`src/rtl/c2_bus_arbiter_if.sv`:
```
// c2_bus_arbiter_if
// Memory-side signals of the C2 bus as seen by the arbiter.
// The arbiter drives the split value/output-enable pairs. The top level
// resolves them into the tri-state cmd_w/data_w wires and feeds the
// resolved values back through m_cmd_in/m_data_in.
//   m_addr      line address to memory
//   m_cmd_out   C2 command value      m_cmd_oe   drive enable for cmd_w
//   m_data_out  write beat value      m_data_oe  drive enable for data_w
//   m_cmd_in    resolved cmd_w        m_data_in  resolved data_w
// Modports: master = arbiter side, slave = memory / bus-resolution side.
interface c2_bus_arbiter_if #(
    parameter int ADDR_W = 16,
    parameter int DATA_W = 8
);
    logic [ADDR_W-1:0] m_addr;
    logic [1:0]        m_cmd_out;
    logic              m_cmd_oe;
    logic [DATA_W-1:0] m_data_out;
    logic              m_data_oe;
    logic [1:0]        m_cmd_in;
    logic [DATA_W-1:0] m_data_in;

    modport master (
        output m_addr, m_cmd_out, m_cmd_oe, m_data_out, m_data_oe,
        input  m_cmd_in, m_data_in
    );

    modport slave (
        input  m_addr, m_cmd_out, m_cmd_oe, m_data_out, m_data_oe,
        output m_cmd_in, m_data_in
    );
endinterface

```
`src/rtl/c2_bus_arbiter.sv`:
```
// c2_bus_arbiter
// Round-robin arbiter and line sequencer for the shared C2 memory bus.
// It grants one requester at a time and runs a whole-line read or write.
// Read beats are collected into rsp_line.
// Ports:
//   clk, reset              clock (rising edge), async active-high reset
//   req_valid/req_write     per-requester request and direction (1 = write)
//   req_addr/req_wline      per-requester line address and write line
//   grant                   one-hot owner
//   done                    one-cycle completion pulse to the owner
//   err                     one-cycle read-timeout pulse
//   rsp_line                collected read line, valid while done is high
//   bus                     memory-side C2 signals (master modport)
// Optional feature: define C2_ARB_TIMEOUT_EN to enable the read-response
// watchdog (TIMEOUT cycles in RD_WAIT). Without it err is tied low.
//
// state   | meaning
// IDLE    | waiting for a request, round-robin pick
// RD_CMD  | driving READ_LINE + address for one cycle
// RD_WAIT | bus released, waiting for RESPONSE
// RD_DATA | sampling BEATS response beats
// WR_DATA | driving WRITE_LINE + BEATS data beats
// WR_NOP  | one NOP cycle closing the write
// DONE    | done pulse to owner, grant clears on exit
module c2_bus_arbiter #(
    parameter  int NUM_REQ = 2,
    parameter  int ADDR_W  = 16,
    parameter  int DATA_W  = 8,
    parameter  int BEATS   = 8,
    parameter  int TIMEOUT = 64,
    localparam int LINE_W  = DATA_W * BEATS
) (
    input  logic                        clk,
    input  logic                        reset,
    input  logic [NUM_REQ-1:0]          req_valid,
    input  logic [NUM_REQ-1:0]          req_write,
    input  logic [NUM_REQ*ADDR_W-1:0]   req_addr,
    input  logic [NUM_REQ*LINE_W-1:0]   req_wline,
    output logic [NUM_REQ-1:0]          grant,
    output logic [NUM_REQ-1:0]          done,
    output logic                        err,
    output logic [LINE_W-1:0]           rsp_line,
    c2_bus_arbiter_if.master            bus
);
    localparam logic [1:0] C2_NOP        = 2'd0;
    localparam logic [1:0] C2_READ_LINE  = 2'd1;
    localparam logic [1:0] C2_WRITE_LINE = 2'd2;
    localparam logic [1:0] C2_RESPONSE   = 2'd3;

    localparam int IDX_W  = $clog2(NUM_REQ);
    localparam int BEAT_W = $clog2(BEATS);
    localparam int TMO_W  = $clog2(TIMEOUT + 1);

    if (NUM_REQ < 2 || NUM_REQ > 8) begin : g_bad_num_req
        $error("c2_bus_arbiter: NUM_REQ must be 2..8");
    end
    if (BEATS < 2 || (BEATS & (BEATS - 1)) != 0) begin : g_bad_beats
        $error("c2_bus_arbiter: BEATS must be a power of two >= 2");
    end
    if (TIMEOUT < 1 || TMO_W < 1) begin : g_bad_timeout
        $error("c2_bus_arbiter: TIMEOUT must be >= 1");
    end

    typedef enum logic [2:0] {
        IDLE, RD_CMD, RD_WAIT, RD_DATA, WR_DATA, WR_NOP, DONE
    } state_t;

    state_t              state_q, state_d;
    logic [NUM_REQ-1:0]  grant_q, grant_d;
    logic [NUM_REQ-1:0]  done_q, done_d;
    logic [IDX_W-1:0]    owner_q, owner_d;
    logic [IDX_W-1:0]    last_q, last_d;
    logic [LINE_W-1:0]   wline_q, wline_d;
    logic [LINE_W-1:0]   rsp_line_q, rsp_line_d;
    logic [BEAT_W-1:0]   beat_q, beat_d;
    logic [ADDR_W-1:0]   m_addr_q, m_addr_d;
    logic [1:0]          m_cmd_out_q, m_cmd_out_d;
    logic                m_cmd_oe_q, m_cmd_oe_d;
    logic [DATA_W-1:0]   m_data_out_q, m_data_out_d;
    logic                m_data_oe_q, m_data_oe_d;
`ifdef C2_ARB_TIMEOUT_EN
    logic [TMO_W-1:0]    tmo_q, tmo_d;
    logic                err_q, err_d;
`endif

    logic [IDX_W-1:0]    pick;
    logic [BEAT_W-1:0]   beat_inc;
    int                  cand;

    always_comb begin
        // Scan downward so the nearest set bit after `last` wins; the
        // j == NUM_REQ term lets the previous owner win when it is alone.
        pick = last_q;
        cand = 0;
        for (int j = NUM_REQ; j >= 1; j--) begin
            cand = int'(last_q) + j;
            if (cand >= NUM_REQ) cand = cand - NUM_REQ;
            if (req_valid[cand]) pick = IDX_W'(cand);
        end
        beat_inc = beat_q + 1'b1;

        state_d      = state_q;
        grant_d      = grant_q;
        done_d       = '0;
        owner_d      = owner_q;
        last_d       = last_q;
        wline_d      = wline_q;
        rsp_line_d   = rsp_line_q;
        beat_d       = beat_q;
        m_addr_d     = m_addr_q;
        m_cmd_out_d  = m_cmd_out_q;
        m_cmd_oe_d   = m_cmd_oe_q;
        m_data_out_d = m_data_out_q;
        m_data_oe_d  = m_data_oe_q;
`ifdef C2_ARB_TIMEOUT_EN
        tmo_d        = tmo_q;
        err_d        = 1'b0;
`endif

        case (state_q)
            IDLE: begin
                if (|req_valid) begin
                    owner_d  = pick;
                    grant_d  = NUM_REQ'(1) << pick;
                    m_addr_d = req_addr[pick*ADDR_W +: ADDR_W];
                    wline_d  = req_wline[pick*LINE_W +: LINE_W];
                    beat_d   = '0;
                    m_cmd_oe_d = 1'b1;
                    if (req_write[pick]) begin
                        state_d      = WR_DATA;
                        m_cmd_out_d  = C2_WRITE_LINE;
                        m_data_oe_d  = 1'b1;
                        m_data_out_d = req_wline[pick*LINE_W +: DATA_W];
                    end else begin
                        state_d     = RD_CMD;
                        m_cmd_out_d = C2_READ_LINE;
                        m_data_oe_d = 1'b0;
                        // Cleared here so a timed-out read reports zeros.
                        rsp_line_d  = '0;
                    end
                end
            end
            RD_CMD: begin
                state_d     = RD_WAIT;
                m_cmd_oe_d  = 1'b0;
                m_cmd_out_d = C2_NOP;
`ifdef C2_ARB_TIMEOUT_EN
                tmo_d = TMO_W'(TIMEOUT - 1);
`endif
            end
            RD_WAIT: begin
                if (bus.m_cmd_in == C2_RESPONSE) begin
                    state_d = RD_DATA;
                    beat_d  = '0;
                end
`ifdef C2_ARB_TIMEOUT_EN
                else if (tmo_q == '0) begin
                    state_d = DONE;
                    done_d  = grant_q;
                    err_d   = 1'b1;
                    last_d  = owner_q;
                end else begin
                    tmo_d = tmo_q - 1'b1;
                end
`endif
            end
            RD_DATA: begin
                rsp_line_d[beat_q*DATA_W +: DATA_W] = bus.m_data_in;
                beat_d = beat_inc;
                if (beat_q == BEAT_W'(BEATS - 1)) begin
                    state_d = DONE;
                    done_d  = grant_q;
                    last_d  = owner_q;
                end
            end
            WR_DATA: begin
                beat_d = beat_inc;
                if (beat_q == BEAT_W'(BEATS - 1)) begin
                    state_d      = WR_NOP;
                    m_cmd_out_d  = C2_NOP;
                    m_data_oe_d  = 1'b0;
                    m_data_out_d = '0;
                end else begin
                    m_data_out_d = wline_q[beat_inc*DATA_W +: DATA_W];
                end
            end
            WR_NOP: begin
                state_d    = DONE;
                m_cmd_oe_d = 1'b0;
                done_d     = grant_q;
                last_d     = owner_q;
            end
            DONE: begin
                state_d = IDLE;
                grant_d = '0;
            end
            default: begin
                state_d    = IDLE;
                grant_d    = '0;
                m_cmd_oe_d = 1'b0;
                m_data_oe_d = 1'b0;
            end
        endcase
    end

    always_ff @(posedge clk or posedge reset) begin
        if (reset) begin
            state_q      <= IDLE;
            grant_q      <= '0;
            done_q       <= '0;
            owner_q      <= '0;
            last_q       <= IDX_W'(NUM_REQ - 1);
            wline_q      <= '0;
            rsp_line_q   <= '0;
            beat_q       <= '0;
            m_addr_q     <= '0;
            m_cmd_out_q  <= C2_NOP;
            m_cmd_oe_q   <= 1'b0;
            m_data_out_q <= '0;
            m_data_oe_q  <= 1'b0;
`ifdef C2_ARB_TIMEOUT_EN
            tmo_q        <= '0;
            err_q        <= 1'b0;
`endif
        end else begin
            state_q      <= state_d;
            grant_q      <= grant_d;
            done_q       <= done_d;
            owner_q      <= owner_d;
            last_q       <= last_d;
            wline_q      <= wline_d;
            rsp_line_q   <= rsp_line_d;
            beat_q       <= beat_d;
            m_addr_q     <= m_addr_d;
            m_cmd_out_q  <= m_cmd_out_d;
            m_cmd_oe_q   <= m_cmd_oe_d;
            m_data_out_q <= m_data_out_d;
            m_data_oe_q  <= m_data_oe_d;
`ifdef C2_ARB_TIMEOUT_EN
            tmo_q        <= tmo_d;
            err_q        <= err_d;
`endif
        end
    end

    assign grant          = grant_q;
    assign done           = done_q;
    assign rsp_line       = rsp_line_q;
    assign bus.m_addr     = m_addr_q;
    assign bus.m_cmd_out  = m_cmd_out_q;
    assign bus.m_cmd_oe   = m_cmd_oe_q;
    assign bus.m_data_out = m_data_out_q;
    assign bus.m_data_oe  = m_data_oe_q;
`ifdef C2_ARB_TIMEOUT_EN
    assign err = err_q;
`else
    assign err = 1'b0;
`endif
endmodule

```
`src/flat_wrapper.sv`:
```
// flat-port wrapper written by rule: the top's interface ports become plain ports
module c2_bus_arbiter_flat 
#(
    parameter  int NUM_REQ = 2,
    parameter  int ADDR_W  = 16,
    parameter  int DATA_W  = 8,
    parameter  int BEATS   = 8,
    parameter  int TIMEOUT = 64,
    localparam int LINE_W  = DATA_W * BEATS
)
  (clk, reset, req_valid, req_write, req_addr, req_wline, grant, done, err, rsp_line, bus_m_addr, bus_m_cmd_out, bus_m_cmd_oe, bus_m_data_out, bus_m_data_oe, bus_m_cmd_in, bus_m_data_in);
  c2_bus_arbiter_if #(.ADDR_W(ADDR_W), .DATA_W(DATA_W)) bus_i ();
  input  logic clk;
  input  logic reset;
  input  logic [NUM_REQ-1:0] req_valid;
  input  logic [NUM_REQ-1:0] req_write;
  input  logic [NUM_REQ*ADDR_W-1:0] req_addr;
  input  logic [NUM_REQ*LINE_W-1:0] req_wline;
  output logic [NUM_REQ-1:0] grant;
  output logic [NUM_REQ-1:0] done;
  output logic err;
  output logic [LINE_W-1:0] rsp_line;
  output wire logic [$bits(bus_i.m_addr)-1:0] bus_m_addr;
  output wire logic [$bits(bus_i.m_cmd_out)-1:0] bus_m_cmd_out;
  output wire logic [$bits(bus_i.m_cmd_oe)-1:0] bus_m_cmd_oe;
  output wire logic [$bits(bus_i.m_data_out)-1:0] bus_m_data_out;
  output wire logic [$bits(bus_i.m_data_oe)-1:0] bus_m_data_oe;
  input wire logic [$bits(bus_i.m_cmd_in)-1:0] bus_m_cmd_in;
  input wire logic [$bits(bus_i.m_data_in)-1:0] bus_m_data_in;
  assign bus_m_addr = bus_i.m_addr;
  assign bus_m_cmd_out = bus_i.m_cmd_out;
  assign bus_m_cmd_oe = bus_i.m_cmd_oe;
  assign bus_m_data_out = bus_i.m_data_out;
  assign bus_m_data_oe = bus_i.m_data_oe;
  assign bus_i.m_cmd_in = bus_m_cmd_in;
  assign bus_i.m_data_in = bus_m_data_in;
  c2_bus_arbiter #(.NUM_REQ(NUM_REQ), .ADDR_W(ADDR_W), .DATA_W(DATA_W), .BEATS(BEATS), .TIMEOUT(TIMEOUT)) u_core (.clk(clk), .reset(reset), .req_valid(req_valid), .req_write(req_write), .req_addr(req_addr), .req_wline(req_wline), .grant(grant), .done(done), .err(err), .rsp_line(rsp_line), .bus(bus_i));
endmodule
```
`config.mk`:
```
export PLATFORM = sky130hd
export DESIGN_NAME = c2_bus_arbiter_flat
export DESIGN_NICKNAME = d
export VERILOG_FILES = /design/src/rtl/c2_bus_arbiter_if.sv /design/src/rtl/c2_bus_arbiter.sv /design/src/flat_wrapper.sv
export SDC_FILE = /design/constraint.sdc
export NUM_CORES = 1
export LEC_CHECK = 0
export ABC_CLOCK_PERIOD_IN_PS = 7500
export CAP_MARGIN = 5
export CORE_UTILIZATION = 47
export CTS_BUF_LIST = sky130_fd_sc_hd__clkbuf_8
export DETAILED_ROUTE_END_ITERATION = 12
export PLACE_DENSITY = 0.86
export SLEW_MARGIN = 20
export SYNTH_ARGS = -nofsm -noshare
export SYNTH_HDL_FRONTEND = slang
export SYNTH_SLANG_ARGS = --single-unit
```
`constraint.sdc`:
```
create_clock -name clk -period 7.5 [get_ports clk]
set_input_delay 1.5 -clock clk [delete_from_list [all_inputs] [get_ports clk]]
set_output_delay 1.5 -clock clk [all_outputs]
set_load 0.01 [all_outputs]
```
==> key figures, run 1 <==
Clocking
  • CTS Buf Count: 17
  • CTS Sinks: 168
  • CTS max path bufs: 2
  • H-tree depth: 4
  • Hold Buf Count CTS: 0
  • Cts repair resizes: 0
  • Clk slew on worst S/H paths: 0.08 ns
  • CTS tree: done
  • Skew-Pair Late Insertion Delay: 0.46 ns
  • Clock Tree Root: clkbuf_8
  • Setup Fix Bufs, Post-CTS: 0

Synthesis
  • Number of synthesized register bits: 168
  • Mean Syn Cell Area: 9.75 sq um
  • Synthesized net count: 1011
  • Netlist cell types: 55
  • Post-synth top area share: 52.0%
  • Synth top area cells: dfrtp_1 (52%), nand2_1 (7.8%), a22o_1 (5.9%)
  • Main flop type after synthesis: dfrtp_1
  • Post-synth top area cell: dfrtp_1
  • Number of flops mapped to enable cells by yosys: 0
  • Cells after synthesis: 824
  • Synth Warn #: 0
  • Commonest cells post-synth: nand2_1 (168), dfrtp_1 (167), nor2_1 (91)
  • Cell area after synthesis: 8040 sq um
  • Async SR Flop Fraction: 100%
  • Most frequent cell after synthesis: nand2_1
  • Sequential area share after synthesis: 52.3%

Critical path
  • Critical Path Sink Type: flip-flop
  • CP Max Fanout: 77
  • Largest stage delay on the critical path: 0.61 ns
  • Crit-path most repeated cell: mux2_2
  • Slowest cell on crit path: buf_4
  • WP depth: 7
  • WS Path Type: in -> reg
  • Setup crit start kind: primary input
  • Worst Reg-to-Reg Cells: 7
  • Worst R2R Setup Slack: 3.99 ns
  • Crit path max-delay family: buffers and inverters
  • Crit path required time: 7.84 ns
  • Crit-path cells: clkdlybuf4s50_1, nor2_1, nor2_4, buf_4, mux2_2, o211ai_2, mux2_2
  • Worst Path Buf+Inv: 2
  • CP arrival: 4.28 ns

Cells and area
  • Share of cells above drive strength 1: 6.44%
  • Layout Nets: 1246
  • Final non-filler cell total: 1294
  • Final core utilization: 67.5%
  • Fillers: 1299
  • Area growth, synth to finish: 39.9%
  • Post-route design area: 11200 sq um

Route
  • DRT iter0 DRCs: 536
  • DRC: 0
  • Pre-antenna DRT Iters: 5
  • Post-DR wirelength/cell: 18.4 um
  • Via/cell ratio: 5.66
  • Via count: 7320
  • Antenna Violating Nets Remaining: 0
  • Final wirelength: 23.8 mm

Timing
  • F_max: 254 MHz
  • Hold Vio Cnt, Final: 0
  • Setup TNS Final: 0 ns
  • Worst-Margin Slew: 1.09 ns
  • Final min period: 3.94 ns
  • Final Cycle Share: 52.5%
  • Setup-failing EPs final: 0
  • Slew Limit Fails: 0
  • Max transition margin: 27.2%
  • Setup Skew: 0.0109 ns
  • Unrepaired setup endpoints after global routing: false

Floorplanning
  • Site row count: 47
  • Die ar.: 17600 sq um
  • Core area: 16600 sq um
  • Boundary pin count: 273
  • Starting Density: 48.3%
  • Die Span X: 133 um
  • Die height: 133 um

GRT
  • Initial antenna violation count: 2
  • Largest net degree at the start of global routing: 107
  • GRT Total Usage: 28.0%
  • First-pass GRT wire length: 38.1 mm
  • Gr ovfl total: 0
  • Vias in the first global route: 7212

Power
  • Leakage: 4.69 nW
  • Pint: 2.26 mW
  • Switch share: 40.9%
  • Peak supply drop: 0.000159 V
  • Reg power frac: 36.1%
  • Sw power: 1.56 mW
  • Pwr/cell area: 340 nW/um^2
  • Clock power frac: 16.7%
  • Combinational share of power: 47.2%

Worst hold path
  • Hold Path Cell Cnt: 2
  • HP Class: reg -> reg

Run status
  • Status: completed

Placed design
  • PortBufs: 271
  • Post-DP HPWL: 17.5 mm
  • Dpl cells: 1260
  • Routability cong.: 0.871
  • DP Area: 10800 sq um

Flow run
  • Max Cap Viol: 0
==> cell families (layout without fill, tap and decap cells) <==
kind of cell             Yosys count  in the layout  share of synthesized area [%]
other                              1              3                         0.0467
AO/OA/AOI/OAI                    201            201                           18.0
buffers and inverters             69            317                           3.44
flip-flops                       168            168                           52.3
adder cells (fa/ha/maj)           11             11                           1.71
multiplexers                      53             53                           6.79
AND/OR/NAND/NOR                  321            321                           17.7
==> placed cells by master (no fill, tap or decap), drive strengths merged, types with 11 or more instances in the layout <==
cell type	n
clkdlybuf4s50	271
nand2	168
dfrtp	167
nor2	91
a31oi	73
a22o	54
mux2i	41
o21ai	29
a22oi	17
clkbuf	17
inv	14
nand3	13
mux2	12
ha	11
==> flip-flops by register name, summed over array words and instances (netlist names), 2 cells and up <==
register,count
u_core.beat_q,3
u_core.bus.m_addr,16
u_core.bus.m_cmd_out,2
u_core.bus.m_data_out,8
u_core.done,2
u_core.grant,2
u_core.rsp_line,64
u_core.state_q,3
u_core.wline_q,64
==> power by group through the flow <==
| stage | logic [mW] | clock network (mW) | registers, mW |
|---|---|---|---|
| after floorplan | 1.19 | 0 | 1.37 |
| after detailed placement | 1.80 | 0 | 1.39 |
| after global placement | 1.75 | 0 | 1.38 |
| final | 1.80 | 0.639 | 1.38 |
| after CTS | 1.80 | 0.645 | 1.38 |
| after global routing | 1.97 | 0.681 | 1.41 |
==> cell type report <==
| type | instances | area (sq um) | area share (%) |
|---|---|---|---|
| Clock buffer | 17 | 234 | 2.08 |
| Clock inverter | 15 | 153 | 1.36 |
| Tap cell | 220 | 275 | 2.45 |
| Timing Repair Buffer | 275 | 2740 | 24.4 |
| Multi-Input combinational cell | 587 | 3580 | 31.9 |
| Antenna cell | 2 | 5.00 | 0.0445 |
| Sequential cell | 168 | 4210 | 37.4 |
| Inverter | 10 | 42.5 | 0.378 |
==> routing by layer <==
layer  wire, um  GRT usage [%]
met5          0              0
met4        986           14.7
met3       1600           6.86
met2      11700           46.3
met1       9540           34.0
==> final timing paths <==
| kind | start | endpoint |
|---|---|---|
| worst max-delay path | req_valid[1] | u_core.bus.m_data_out[0] |
| worst min register to register | u_core.wline_q[3] | u_core.wline_q[3] |
| min in group asynchronous | reset | u_core.wline_q[55] |
| worst min-delay path | u_core.wline_q[3] | u_core.wline_q[3] |
| worst max register to register | u_core.state_q[1] | u_core.wline_q[44] |
| max in group asynchronous | reset | u_core.bus.m_addr[1] |
==> stage by stage <==
stage | hold WS [ns] | setup slack [ns] | total power [mW]
after floorplan | 0.446 | 1.45 | 2.56
after global placement | 0.461 | 3.09 | 3.13
after detailed placement | 0.470 | 3.02 | 3.19
after CTS | 0.489 | 3.51 | 3.82
after global routing | 0.510 | 3.40 | 4.07
final | 0.484 | 3.56 | 3.82
==> worst register-to-register path: stages, from the launching register on <==
cell,delay [ns]
dfrtp_1,0.45
inv_1,0.13
ha_1,0.52
nand2b_1,0.34
nor2_4,0.75
buf_4,0.86
nor2_1,0.17
a31oi_1,0.21
Power figures use the tool's default switching activity.
==> run 2: changes to the inputs <==
Settings changed: ABC_CLOCK_PERIOD_IN_PS 7500 to 3700.
Clock period 7.5 ns to 3.7 ns, I/O delays scaled along.
==> key figures, run 2 (synthesis results as in run 1) <==
Critical path
  • R2r endpoint: u_core.rsp_line[41] (was u_core.wline_q[44])
  • Critical Path Sink Type: flip-flop (unchanged)
  • Critical Path End: u_core.rsp_line[41] (was u_core.bus.m_data_out[0])
  • Setup crit start kind: flip-flop (was primary input)
  • Crit path required time: 4.08 ns (was 7.84 ns)
  • RR Startpoint: u_core.state_q[1] (unchanged)
  • Worst R2R Setup Slack: 0.81 ns (was 3.99 ns)
  • CP arrival: 3.27 ns (was 4.28 ns)
  • Worst Reg-to-Reg Cells: 8 (was 7)
  • CP Max Fanout: 17 (was 77)
  • WS Path Type: reg -> reg (was in -> reg)
  • Crit. Startpoint: u_core.state_q[1] (was req_valid[1])

Clocking
  • Setup Fix Bufs, Post-CTS: 0 (unchanged)
  • CTS max path bufs: 2 (unchanged)
  • CTS Buf Count: 17 (unchanged)
  • Hold Buf Count CTS: 0 (unchanged)
  • CTS Sinks: 168 (unchanged)
  • Clock Tree Root: clkbuf_8 (unchanged)
  • Clk slew on worst S/H paths: 0.08 ns (about the same)
  • Skew-Pair Late Insertion Delay: 0.45 ns (was 0.46 ns)
  • CTS tree: done (unchanged)
  • Cts repair resizes: 0 (unchanged)
  • H-tree depth: 4 (unchanged)

Cells and area
  • Final core utilization: 68.2% (was 67.5%)
  • Share of cells above drive strength 1: 7.04% (was 6.44%)
  • Layout Nets: 1254 (was 1246)
  • Area growth, synth to finish: 41.3% (was 39.9%)
  • Commonest non-fill, non-tap cell in the layout: clkdlybuf4s50_1 (unchanged)
  • Post-route design area: 11400 sq um (was 11200 sq um)
  • Antenna Cells: 0 (was 2)
  • Most frequent cells in the layout: clkdlybuf4s50_1 (271), nand2_1 (168), dfrtp_1 (167), nor2_1 (89), a31oi_1 (73) (unchanged)
  • Final non-filler cell total: 1300 (was 1294)
  • Fillers: 1280 (was 1299)

Run status
  • Status: completed (unchanged)

Timing
  • Final Cycle Share: 78.0%
  • Hold Vio Cnt, Final: 0 (unchanged)
  • Unrepaired setup endpoints after global routing: false (unchanged)
  • PnR worst setup slack: 0.812 ns (was 3.56 ns)
  • F_max: 346 MHz
  • Setup-failing EPs final: 0 (unchanged)
  • Final min period: 2.89 ns
  • Worst-Margin Slew: 0.732 ns (was 1.09 ns)
  • Slew Limit Fails: 0 (unchanged)
  • Setup Skew: 0.0106 ns (was 0.0109 ns)
  • Setup TNS Final: 0 ns (unchanged)
  • Max transition margin: 51.0% (was 27.2%)
  • Tightest hold margin: 0.483 ns (was 0.484 ns)

Route
  • Post-DR wirelength/cell: 18.6 um (was 18.4 um)
  • Via count: 7327 (was 7320)
  • Final wirelength: 24.1 mm (was 23.8 mm)
  • Metal-1 WL: 9.44 mm (was 9.54 mm)
  • DRC: 0 (unchanged)
  • DRT iter0 DRCs: 534 (was 536)
  • Antenna Violating Nets Remaining: 0 (unchanged)
  • DR top layer: met4 (unchanged)
  • Pre-antenna DRT Iters: 7 (was 5)
  • Met3 WL: 1.79 mm (was 1.60 mm)
  • Metal2 WL: 12.1 mm (was 11.7 mm)
  • Via/cell ratio: 5.64 (was 5.66)

GRT
  • Largest net degree at the start of global routing: 147 (was 107)
  • First-pass GRT wire length: 38.8 mm (was 38.1 mm)
  • GRT Total Usage: 28.5% (was 28.0%)
  • Initial antenna violation count: 0 (was 2)
  • Vias in the first global route: 7271 (was 7212)
  • Gr ovfl total: 0 (unchanged)

Placed design
  • DP Area: 10900 sq um (was 10800 sq um)
  • Setup WS pre-CTS: 0.604 ns (was 3.02 ns)
  • Dpl cells: 1268 (was 1260)
  • Post-DP HPWL: 18.2 mm (was 17.5 mm)
  • PortBufs: 271 (unchanged)
  • Routability cong.: 0.839 (was 0.871)

Floorplanning
  • Die ar.: 17600 sq um (unchanged)
  • Die height: 133 um (unchanged)
  • Starting Density: 48.3% (unchanged)
  • Core area: 16600 sq um (unchanged)
  • Boundary pin count: 273 (unchanged)
  • Site row count: 47 (unchanged)
  • Die Span X: 133 um (unchanged)

Worst hold path
  • HP Class: reg -> reg (unchanged)
  • Hold Path Cell Cnt: 2 (unchanged)
  • Hold_sp: u_core.wline_q[3] (unchanged)

Flow run
  • Max Cap Viol: 0 (unchanged)

Power
  • Tot Pwr: 7.86 mW (was 3.82 mW)
  • Peak supply drop: 0.000378 V (was 0.000159 V)
  • Leakage: 4.76 nW (was 4.69 nW)
  • Pwr/cell area: 692 nW/um^2 (was 340 nW/um^2)
[run 2: critical path, stage by stage, from the launching register on]
cell	delay, ns
dfrtp_1	0.45
inv_1	0.12
ha_1	0.48
nand2b_1	0.30
nor4_1	0.38
a211oi_2	0.08
buf_4	0.21
nor4_2	0.55
a22o_1	0.25
[run 2: per-layer routing]
layer  track usage [%]  up-vias
li1                  -     3431
met1              34.4     3481
met2              49.4      366
met3              6.21       49
met4              11.7        0
met5                 0        -
[run 2: how the worst min path moves through the flow]
stage / end / slack, ns
after floorplan: u_core.owner_q / 0.45
after global placement: u_core.owner_q / 0.46
after detailed placement: u_core.bus.m_data_oe / 0.47
after CTS: u_core.wline_q[3] / 0.49
after global routing: u_core.bus.m_data_oe / 0.51
final: u_core.wline_q[3] / 0.48
[run 2: final cells by class]
type | instances | area (sq um) | share of cell area, %
sequential | 168 | 4210 | 37.0
multi-input combinational | 587 | 3580 | 31.6
timing repair buffer | 283 | 2840 | 25.0
clock buffer | 21 | 289 | 2.54
tap | 220 | 275 | 2.42
clock inverter | 11 | 123 | 1.08
inverter | 10 | 41.3 | 0.364
[run 2: power by group]
part / switching [mW] / internal [mW] / total [mW] / leakage [nW]
Sequential: 0.387 / 2.41 / 2.80 / 2.09
Combinational: 2.11 / 1.61 / 3.71 / 2.46
Clock: 0.673 / 0.672 / 1.34 / 0.211
Total: 3.17 / 4.69 / 7.86 / 4.76
==> run 3: changes to the inputs <==
Settings changed: ABC_CLOCK_PERIOD_IN_PS 3700 to 2710.
Clock period 3.7 ns to 2.71 ns, I/O delays scaled along.
==> key figures, run 3 (synthesis results as in run 1) <==
Placed design
  • Post-DP HPWL: 18.5 mm (was 18.2 mm)
  • Routability cong.: 0.905 (was 0.839)
  • PortBufs: 271 (unchanged)

Critical path
  • Slowest cell on crit path: dfrtp_1 (was nor4_2)
  • WS Path Type: reg -> reg (unchanged)
  • Crit path max-delay family: simple AND/OR/NAND/NOR gates (unchanged)
  • Worst Path Buf+Inv: 2 (unchanged)
  • Largest stage delay on the critical path: 0.45 ns (was 0.55 ns)
  • Critical Path Sink Type: flip-flop (unchanged)
  • Crit-path cells: inv_1, ha_1, nor4b_2, buf_4, or3_1, nor2_1, nand3_1, a22o_1 (was inv_1, ha_1, nand2b_1, nor4_1, a211oi_2, buf_4, nor4_2, a22o_1)
  • Crit path required time: 3.06 ns (was 4.08 ns)
  • Setup crit start kind: flip-flop (unchanged)
  • CP arrival: 2.87 ns (was 3.27 ns)
  • CP Max Fanout: 8 (was 17)

Route
  • Met3 WL: 1.74 mm (was 1.79 mm)
  • Via/cell ratio: 5.68 (was 5.64)
  • Pre-antenna DRT Iters: 5 (was 7)
  • Antenna Violating Nets Remaining: 0 (unchanged)
  • DRT iter0 DRCs: 581 (was 534)
  • Final wirelength: 24.3 mm (was 24.1 mm)
  • Metal2 WL: 12.3 mm (was 12.1 mm)
  • Via count: 7487 (was 7327)
  • DRC: 0 (unchanged)
  • Post-DR wirelength/cell: 18.5 um (was 18.6 um)
  • Metal-1 WL: 9.37 mm (was 9.44 mm)
  • DR top layer: met4 (unchanged)

Worst hold path
  • HP Class: in -> async (was reg -> reg)

Power
  • Leakage: 4.89 nW (was 4.76 nW)
  • Peak supply drop: 0.000460 V (was 0.000378 V)
  • Pwr/cell area: 950 nW/um^2 (was 692 nW/um^2)

Flow run
  • Max Cap Viol: 0 (unchanged)

Timing
  • Setup Skew: 0.0136 ns (was 0.0106 ns)
  • Final min period: 2.52 ns (was 2.89 ns)
  • Final Cycle Share: 93.1% (was 78.0%)
  • Unrepaired setup endpoints after global routing: false (unchanged)
  • Setup-failing EPs final: 0 (unchanged)
  • Worst-Margin Slew: 0.537 ns (was 0.732 ns)
  • Hold Vio Cnt, Final: 0 (unchanged)
  • Max transition margin: 63.8% (was 51.0%)
  • F_max: 396 MHz (was 346 MHz)
  • Tightest hold margin: 0.456 ns (was 0.483 ns)
  • Slew Limit Fails: 0 (unchanged)

Floorplanning
  • Die ar.: 17600 sq um (unchanged)
  • Site row count: 47 (unchanged)
  • Core area: 16600 sq um (unchanged)
  • Starting Density: 48.3% (unchanged)
  • Die Span X: 133 um (unchanged)
  • Die height: 133 um (unchanged)
  • Boundary pin count: 273 (unchanged)

GRT
  • Vias in the first global route: 7309 (was 7271)
  • Gr ovfl total: 0 (unchanged)
  • Initial antenna violation count: 0 (unchanged)
  • First-pass GRT wire length: 38.7 mm (was 38.8 mm)
  • Largest net degree at the start of global routing: 97 (was 147)
  • GRT Total Usage: 28.6% (was 28.5%)

Cells and area
  • Multi-input gate area: 3600 sq um (was 3580 sq um)
  • Register area: 4210 sq um (unchanged)
  • Layout Nets: 1272 (was 1254)
  • Commonest non-fill, non-tap cell in the layout: clkdlybuf4s50_1 (unchanged)
  • Antenna Cells: 0 (unchanged)
  • Fillers: 1259 (was 1280)
  • Area growth, synth to finish: 44.4% (was 41.3%)
  • Share of cells above drive strength 1: 8.65% (was 7.04%)
  • Most frequent cells in the layout: clkdlybuf4s50_1 (271), nand2_1 (168), dfrtp_1 (167), nor2_1 (89), a31oi_1 (73) (unchanged)
  • Final core utilization: 69.8% (was 68.2%)

Clocking
  • Cts repair resizes: 0 (unchanged)
  • Skew-Pair Late Insertion Delay: 0.47 ns (was 0.45 ns)
  • CTS Sinks: 168 (unchanged)
  • Clock Tree Root: clkbuf_8 (unchanged)
  • CTS tree: done (unchanged)
  • Clk slew on worst S/H paths: 0.10 ns (was 0.08 ns)
  • CTS Buf Count: 17 (unchanged)
  • Setup Fix Bufs, Post-CTS: 0 (unchanged)
  • CTS max path bufs: 2 (unchanged)
  • Hold Buf Count CTS: 0 (unchanged)
  • H-tree depth: 4 (unchanged)

Run status
  • Status: completed (unchanged)
==> run 3: layout make-up <==
class	instances	area share, %
Sequential cell	168	36.2
Multi-Input combinational cell	587	31.0
Timing Repair Buffer	301	26.3
Tap cell	220	2.37
Clock buffer	19	2.25
Clock inverter	13	1.53
Inverter	10	0.356
==> run 3: where the power goes <==
group	switching (mW)	leakage, nW	internal [mW]
clock network	0.921	0.221	1.05
logic	2.95	2.58	2.32
registers	0.500	2.09	3.30
==> run 3: per-layer routing <==
metal | track usage, % | vias to the layer above
met4 | 13.8 | 0
met2 | 48.8 | 358
li1 | - | 3460
met3 | 7.01 | 56
met1 | 33.9 | 3613
met5 | 0 | -
==> run 3: worst paths after layout <==
| kind | start | to | slack [ns] | depth (start not counted) |
|---|---|---|---|---|
| hold / removal | reset | u_core.wline_q[54] | 0.46 | 2 |
| min in group clk | u_core.owner_q | u_core.owner_q | 0.49 | 2 |
| setup reg to reg | u_core.state_q[1] | u_core.rsp_line[8] | 0.19 | 8 |
| hold reg to reg | u_core.owner_q | u_core.owner_q | 0.49 | 2 |
| setup / recovery | u_core.state_q[1] | u_core.rsp_line[8] | 0.19 | 8 |
| max in group asynchronous | reset | u_core.rsp_line[16] | 1.66 | 3 |
==> run 3: worst reg2reg max path, stage by stage (launching register included) <==
cell	delay [ns]
dfrtp_1	0.45
inv_1	0.11
ha_1	0.31
nor4b_2	0.21
buf_4	0.18
or3_1	0.42
nor2_1	0.13
nand3_1	0.27
a22o_1	0.33
==> run 3: stage by stage <==
stage | setup TNS, ns | area (sq um) | power [mW] | instances | setup slack (ns)
global placement | 0 | 11200 | 8.90 | 1286 | 0.0133
detailed placement | -0.201 | 11200 | 9.06 | 1286 | -0.0382
floorplan | 0 | 8040 | 7.08 | 824 | 0.0281
global route | 0 | 11600 | 11.7 | 1318 | 0.0424
finish | 0 | 11600 | 11.0 | 1318 | 0.186
CTS | 0 | 11600 | 11.0 | 1318 | 0.126
